--- config.mk ---
export PLATFORM = sky130hd
export DESIGN_NAME = neighbor_expand
export DESIGN_NICKNAME = d
export VERILOG_FILES = /design/src/rtl/neighbor_expand.sv
export SDC_FILE = /design/constraint.sdc
export NUM_CORES = 1
export LEC_CHECK = 0
export BUFFER_PORTS_ARGS = -buffer_cell sky130_fd_sc_hd__clkbuf_2
export CAP_MARGIN = 20
export CORE_ASPECT_RATIO = 0.9
export CORE_UTILIZATION = 40
export CTS_CLUSTER_DIAMETER = 100
export CTS_CLUSTER_SIZE = 12
export DETAILED_ROUTE_END_ITERATION = 6
export PLACE_DENSITY = 0.66
export RECOVER_POWER = 25
export SLEW_MARGIN = 25
export SYNTH_ARGS = -nofsm -noshare
export SYNTH_HDL_FRONTEND = slang
export SYNTH_SLANG_ARGS = --single-unit
--- constraint.sdc ---
create_clock -name Clk -period 4.3 [get_ports Clk]
set_input_delay 0.86 -clock Clk [delete_from_list [all_inputs] [get_ports Clk]]
set_output_delay 0.86 -clock Clk [all_outputs]
set_load 0.05 [all_outputs]
--- src/rtl/neighbor_expand.sv ---
// Expands one grid node into its in-bounds, wall-free, not-yet-closed neighbours,
// walking N, E, S, W and handing each survivor to the open list one at a time.
//
// Handshakes: srch_req/srch_x/srch_y are held until the cycle srch_ack=1 and drop on
// the following cycle; nb_valid/nb_x/nb_y are held until the cycle nb_ready=1, which
// is the transfer cycle. The two requests are never high together.
module neighbor_expand #(
   parameter int unsigned GRID_W  = 20,
   parameter int unsigned GRID_H  = 20,
   parameter int unsigned COORD_W = 8
) (
   input  logic               Clk,
   input  logic               Reset,
   input  logic               start,
   input  logic [COORD_W-1:0] cur_x,
   input  logic [COORD_W-1:0] cur_y,
   output logic               busy,
   output logic               done,
   output logic [COORD_W-1:0] wall_x,
   output logic [COORD_W-1:0] wall_y,
   input  logic               wall_hit,
   output logic               srch_req,
   output logic [COORD_W-1:0] srch_x,
   output logic [COORD_W-1:0] srch_y,
   input  logic               srch_ack,
   input  logic               srch_found,
   output logic               nb_valid,
   output logic [COORD_W-1:0] nb_x,
   output logic [COORD_W-1:0] nb_y,
   input  logic               nb_ready,
   output logic [2:0]         nb_count
);

   typedef enum logic [2:0] {
      IDLE   = 3'd0,
      GEN    = 3'd1,
      WALL   = 3'd2,
      SEARCH = 3'd3,
      EMIT   = 3'd4,
      NEXT   = 3'd5,
      DONE   = 3'd6
   } state_t;

   localparam logic [COORD_W-1:0] X_MAX = COORD_W'(GRID_W - 1);
   localparam logic [COORD_W-1:0] Y_MAX = COORD_W'(GRID_H - 1);
   localparam logic [COORD_W-1:0] ONE   = COORD_W'(1);

   state_t             state;
   logic [1:0]         dir;
   logic [COORD_W-1:0] node_x;
   logic [COORD_W-1:0] node_y;

   logic [COORD_W-1:0] cand_x;
   logic [COORD_W-1:0] cand_y;
   logic               cand_oob;

   // Bounds are decided first; the +/-1 is only applied to an in-bounds side, so it never wraps.
   always_comb begin
      cand_x   = node_x;
      cand_y   = node_y;
      cand_oob = 1'b0;
      case (dir)
         2'd0: begin
            cand_oob = (node_y == '0);
            if (!cand_oob) cand_y = node_y - ONE;
         end
         2'd1: begin
            cand_oob = (node_x >= X_MAX);
            if (!cand_oob) cand_x = node_x + ONE;
         end
         2'd2: begin
            cand_oob = (node_y >= Y_MAX);
            if (!cand_oob) cand_y = node_y + ONE;
         end
         default: begin
            cand_oob = (node_x == '0);
            if (!cand_oob) cand_x = node_x - ONE;
         end
      endcase
   end

   always_ff @(posedge Clk or posedge Reset) begin
      if (Reset) begin
         state    <= IDLE;
         dir      <= 2'd0;
         node_x   <= '0;
         node_y   <= '0;
         busy     <= 1'b0;
         done     <= 1'b0;
         wall_x   <= '0;
         wall_y   <= '0;
         srch_req <= 1'b0;
         srch_x   <= '0;
         srch_y   <= '0;
         nb_valid <= 1'b0;
         nb_x     <= '0;
         nb_y     <= '0;
         nb_count <= 3'd0;
      end else begin
         case (state)
            IDLE: begin
               if (start) begin
                  node_x   <= cur_x;
                  node_y   <= cur_y;
                  dir      <= 2'd0;
                  nb_count <= 3'd0;
                  busy     <= 1'b1;
                  state    <= GEN;
               end
            end
            GEN: begin
               if (cand_oob) begin
                  state <= NEXT;
               end else begin
                  wall_x <= cand_x;
                  wall_y <= cand_y;
                  state  <= WALL;
               end
            end
            WALL: begin
               // wall_x/wall_y already hold the candidate, so wall_hit answers for it now.
               if (wall_hit) begin
                  state <= NEXT;
               end else begin
                  srch_req <= 1'b1;
                  srch_x   <= wall_x;
                  srch_y   <= wall_y;
                  state    <= SEARCH;
               end
            end
            SEARCH: begin
               if (srch_ack) begin
                  srch_req <= 1'b0;
                  if (srch_found) begin
                     state <= NEXT;
                  end else begin
                     nb_valid <= 1'b1;
                     nb_x     <= srch_x;
                     nb_y     <= srch_y;
                     state    <= EMIT;
                  end
               end
            end
            EMIT: begin
               if (nb_ready) begin
                  nb_valid <= 1'b0;
                  nb_count <= nb_count + 3'd1;
                  state    <= NEXT;
               end
            end
            NEXT: begin
               if (dir == 2'd3) begin
                  done  <= 1'b1;
                  state <= DONE;
               end else begin
                  dir   <= dir + 2'd1;
                  state <= GEN;
               end
            end
            DONE: begin
               done  <= 1'b0;
               busy  <= 1'b0;
               state <= IDLE;
            end
            default: begin
               state    <= IDLE;
               busy     <= 1'b0;
               done     <= 1'b0;
               srch_req <= 1'b0;
               nb_valid <= 1'b0;
            end
         endcase
      end
   end

endmodule

## Yosys cells after proc, flatten, opt, wreduce, memory -nomap -nowiden

Index checks and enable logic that the tools add are counted.

| operators by class | value |
|---|---|
| add/subtract/negate cells | 6 |
| multiplexer cells | 32 |
| $lt $le $gt $ge | 2 |
| bitwise gates (word level) | 7 |
| reduce and logical (&&, ||, !) cells | 22 |
| equality and inequality tests | 16 |

Operators with widths:

| cell | number |
|---|---|
| 8-bit 2-to-1 mux | 4 |
| 8-bit one-hot mux with 2 select lines | 2 |
| 3-bit 2-to-1 mux | 8 |
| 5-bit OR reduction | 4 |
| 3-bit one-hot mux with 6 select lines | 1 |
| 8-bit by 1-bit adder with 8-bit output (second input constant) | 2 |
| 8-bit by 5-bit greater-or-equal comparator with 1-bit output (second input constant) | 2 |
| 8-bit zero test | 2 |
| 8-bit by 1-bit subtractor with 8-bit output (second input constant) | 2 |
| 3-bit AND reduction | 5 |
| 2-bit inequality test (second input constant) | 7 |
| 2-bit AND reduction | 5 |
| 3-bit == test (second input constant) | 3 |
| 1-bit one-hot mux with 3 select lines | 3 |
| 1-bit 2-to-1 mux | 8 |
| 1-bit NOT | 7 |
| 3-bit by 2-bit == test with 1-bit output (second input constant) | 2 |
| 3-bit one-hot mux with 2 select lines | 1 |
| 2-bit == test (second input constant) | 2 |
| 2-bit 2-to-1 mux | 2 |
| 1-bit one-hot mux with 2 select lines | 2 |
| 2-bit one-hot mux with 2 select lines | 1 |
| 4-bit AND reduction | 1 |
| 2-bit nonzero test | 2 |
| other kinds (7) | 7 |

| storage, ports and cells | value |
|---|---|
| bits in registers | 76 |
| word-level logic and storage cells | 100 |
| output and inout bits | 55 |
| input port bits | 23 |

## Longest topological paths before layout

| depth | value |
|---|---|
| depth after elaboration | 4 |
| mapped depth | 8 |
| depth with buffers taken out | 7 |

## Least setup slack after synthesis

OpenSTA, ideal clock, no wires.

| timing | value |
|---|---|
| kind | register to register |
| from | register node_y[0] |
| to | register wall_x[0] |
| setup time | 0.125 ns |
| stages on the path, launching flop included | 8 |
| arrival time | 2.109 ns |
| buffers on the path | 1 |
| data required time | 4.175 ns |
| period minus slack after synthesis | 2.234 ns |
| slack | 2.066 ns |
| path through | dfrtp_1 -> ha_1 -> o31a_2 -> o21ai_1 -> o2111ai_4 -> a21oi_4 -> buf_12 -> mux2_4 |

| on the way | value |
|---|---|
| cells in the longest elaborated chain, start to end | 4 |
| elaborated cells on any way between the ends | 5 |
| those cells by class | order compare (1); mux (1); bitwise (1); reduce/logical (2) |

Ends and longest elaborated chain:

| element | line | RTL |
|---|---|---|
| start, declared | 51 | `logic [COORD_W-1:0] node_y;` |
| start signal, assigned | 104 | `node_y <= cur_y;` |
| 8-bit by 5-bit greater-or-equal comparator with 1-bit output / 8-bit zero test (equally long branches) | 72, 64 |  |
| 1-bit one-hot mux with 3 select lines (*) | 62 | `case (dir)` |
| 1-bit NOT (no source line) (*) | n/a |  |
| 2-bit AND reduction (no source line) (*) | n/a |  |
| end signal, assigned | 115 | `wall_x <= cand_x;` |
| end, declared | 19 | `output logic [COORD_W-1:0] wall_x,` |

Mark *: on every way between the ends. The rest lies on a longest branch, timed or not.
A chain may end at the register's enable or synchronous reset.

## Worst setup path after layout

| timing | value |
|---|---|
| from | register state[0] |
| to | register node_x[4] |

| on the way | value |
|---|---|
| cells in the longest elaborated chain, start to end | 2 |

Ends and longest elaborated chain:

| element | line | RTL |
|---|---|---|
| start, declared | 48 | `state_t state;` |
| start signal, assigned | 84 | `state <= IDLE;` |
| start signal, assigned | 108 | `state <= GEN;` |
| start signal, assigned | 113 | `state <= NEXT;` |
| 3-bit zero test | 100 | `case (state)` |
| 2-bit AND reduction (no source line) | n/a |  |
| end signal, assigned | 103 | `node_x <= cur_x;` |
| end, declared | 50 | `logic [COORD_W-1:0] node_x;` |

Every way passes these cells.

==> run summary <==
CTS max path bufs: 2
CTS buffer count: 9
placed wire-length estimate after detailed placement: 6180 um
required time at the endpoint of the critical path: 4530 ps
Syn Nets: 387
minimum setup slack among reg-to-reg paths: 1610 ps
Final ANT Viol Nets: 0
initial antenna violation count: 0
total number of clock tree sinks: 76
crit path time final: 2690 ps
critical path capture point type: register
fill count: 915
I/O Pins: 78
Hold Crit Start: busy$_DFFE_PP0P_
port buffer count: 77
first-pass GRT wire length: 13,800 um
launch point of the worst path: state[0]$_DFFE_PP0P_
fraction of synthesized cell area taken by the top area cell type: 0.471
final net count: 460
commonest cells after routing, fill and taps aside: sky130_fd_sc_hd__clkbuf_2, sky130_fd_sc_hd__dfrtp_1, sky130_fd_sc_hd__mux2_2, sky130_fd_sc_hd__nor2_1, sky130_fd_sc_hd__o21ai_0
crit path kind: register to register
worst r2r src: state[0]$_DFFE_PP0P_
final setup TNS: 0 ps
share of final-layout standard cells stronger than drive strength 1: 0.383
Critical-path top delay cell: sky130_fd_sc_hd__nor4b_1
vias in the first global route: 2,672
CTS Root Cell: sky130_fd_sc_hd__clkbuf_8
post-synthesis cell type count: 54
Fin Clk Skew: 12.7 ps
number of resized instances in the post-cts repair step: 0
number of iterations in the first detailed-routing pass: 4
list of cells traversed by the critical path: nor4b_1 -> buf_4 -> mux2_2
count of synthesis-stage warnings from yosys: 0
number of inserted diodes: 0
worst relative slew slack: 0.0275
Vert. Die Dim: 97.3 um
Clock transition at path regs: 80 ps
H-Tree Level Count: 3
post-synthesis cell type with the largest combined area: sky130_fd_sc_hd__dfrtp_1
timing-limited maximum frequency: 0.372 GHz
Data arrival, critical path: 2910 ps
DRC viols: 0
synthesized area: 4030 sq um
DR WL/cell: 15.0 um
proportion of synthesized chip area in sequential cells: 0.471
setup repair bufs after CTS: 0
number of cells traversed by the worst register-to-register path: 3
starting density of the core: 0.414
global router's overall resource usage: 0.168
die width: 108 um
clock insertion delay at the later pin of the skew report: 350 ps
floorplan row count: 34
run status: finished clean
leading cell type in the layout, fill and taps excluded: sky130_fd_sc_hd__clkbuf_2
synthesis-stage register bit count: 76
end of the worst register-to-register path: node_x[4]$_DFFE_PP0P_
placeable core region: 9740 sq um
dominant delay contributor by cell family on the critical path: simple AND/OR/NAND/NOR gates
mean number of vias per cell: 5.31
total die area: 10,500 sq um
gate count of the mapped netlist: 354
mean instance size in the synthesized netlist: 11.4 sq um
pin count of the biggest net entering global routing: 50
max-cap viol count: 0
Final Hold Viols: 0
unrepaired setup endpoints after global routing: no
placer's final routability congestion estimate: 0.859
hold path endpoint: busy$_DFFE_PP0P_
type of the tightest min-delay check: register to register
remaining global-route overflow: 0
aggregate routed wire length: 8350 um
CP max FO: 18
Worst-Margin Slew: 1440 ps
DR vias: 2,956
violation count after the first detailed-routing iteration: 321
synth top area cells: sky130_fd_sc_hd__dfrtp_1, sky130_fd_sc_hd__mux2_2, sky130_fd_sc_hd__ha_1
startpoint class of the critical path: register
P&R area growth vs syn: 14.8%
CP max stage delay: 1260 ps
CTS tree: built
fin crit share: 0.625
Crit path buffers/inverters: 1
number of stages on the worst hold path: 1
number of setup violations in the final report: 0
Max Slew Vio Count: 0
number of hold buffers added after cts: 0
==> logic make-up after synthesis <==
| family | Yosys count | share of synthesized area |
|---|---|---|
| AND/OR/NAND/NOR | 97 | 0.130 |
| flip-flops | 76 | 0.471 |
| multiplexers | 63 | 0.180 |
| XOR/XNOR | 5 | 0.0109 |
| buffers and inverters | 36 | 0.0558 |
| adder cells (fa/ha/maj) | 10 | 0.0310 |
| AO/OA/AOI/OAI | 67 | 0.122 |
==> per-stage QoR <==
step / utilization / std cells / hold WS [ps] / worst slack [ps] / cell area [sq um]
final: 0.475 / 557 / 497 / 1610 / 4630
after global routing: 0.475 / 557 / 514 / 1380 / 4630
after CTS: 0.477 / 557 / 496 / 1700 / 4650
after detailed placement: 0.458 / 542 / 470 / 1710 / 4470
after global placement: 0.457 / 541 / 466 / 1750 / 4450
after floorplan: - / 354 / 516 / 1500 / 4030
==> how the worst max path moves through the flow <==
stage                            end  slack [ps]  depth (start not counted)
2_1_floorplan       busy$_DFFE_PP0P_        1500                          1
3_3_place_gp     nb_y[2]$_DFFE_PP0P_        1750                          4
3_5_place_dp   wall_x[6]$_DFFE_PP0P_        1710                          6
4_1_cts        wall_x[6]$_DFFE_PP0P_        1700                          6
5_1_grt        node_x[3]$_DFFE_PP0P_        1380                          3
6_report       node_x[4]$_DFFE_PP0P_        1610                          3
==> state kept, by name (all words and copies together), names as in the netlist <==
register,count
nb_count,3
node_x,8
done,1
busy,1
srch_x,8
state,3
nb_x,8
wall_x,8
wall_y,8
srch_req,1
nb_y,8
srch_y,8
dir,2
nb_valid,1
node_y,8
==> final cells by class <==
cell class	instances	area, sq um	area share
multi-input combinational	242	1910	0.413
sequential	76	1900	0.411
timing repair buffer	81	413	0.0892
tap	126	158	0.0340
clock buffer	11	131	0.0284
inverter	17	63.8	0.0138
clock inverter	4	51.3	0.0111
==> cells in the mapped netlist (all sizes together) <==
cell type	instances
dfrtp	76
mux2	57
o21ai	25
nor2	22
nand2	20
inv	17
a21oi	11
nor3	11
clkbuf	10
ha	10
buf	9
a22o	6
mux2i	6
nand3	6
nor2b	5
nor3b	5
or3	5
nand2b	4
a211o	3
nand3b	3
nor4	3
o311ai	3
or2	3
xor2	3
a221o	2
a31oi	2
and3	2
nand4	2
nor4b	2
o2111ai	2
o211ai	2
o22ai	2
o31a	2
o31ai	2
or4	2
or4b	2
xnor2	2
a21boi	1
a21o	1
a41o	1
o32a	1
o32ai	1
==> routing by layer <==
layer,GRT usage,up-vias,share of wire
li1,-,1437,-
met1,0.255,1417,0.50
met3,0.0342,10,0.050
met2,0.231,92,0.43
met5,0,-,0
met4,0.0695,0,0.014
Power is not shown: default switching activity piles up to over one toggle a cycle in this logic, so the estimate is an artifact.
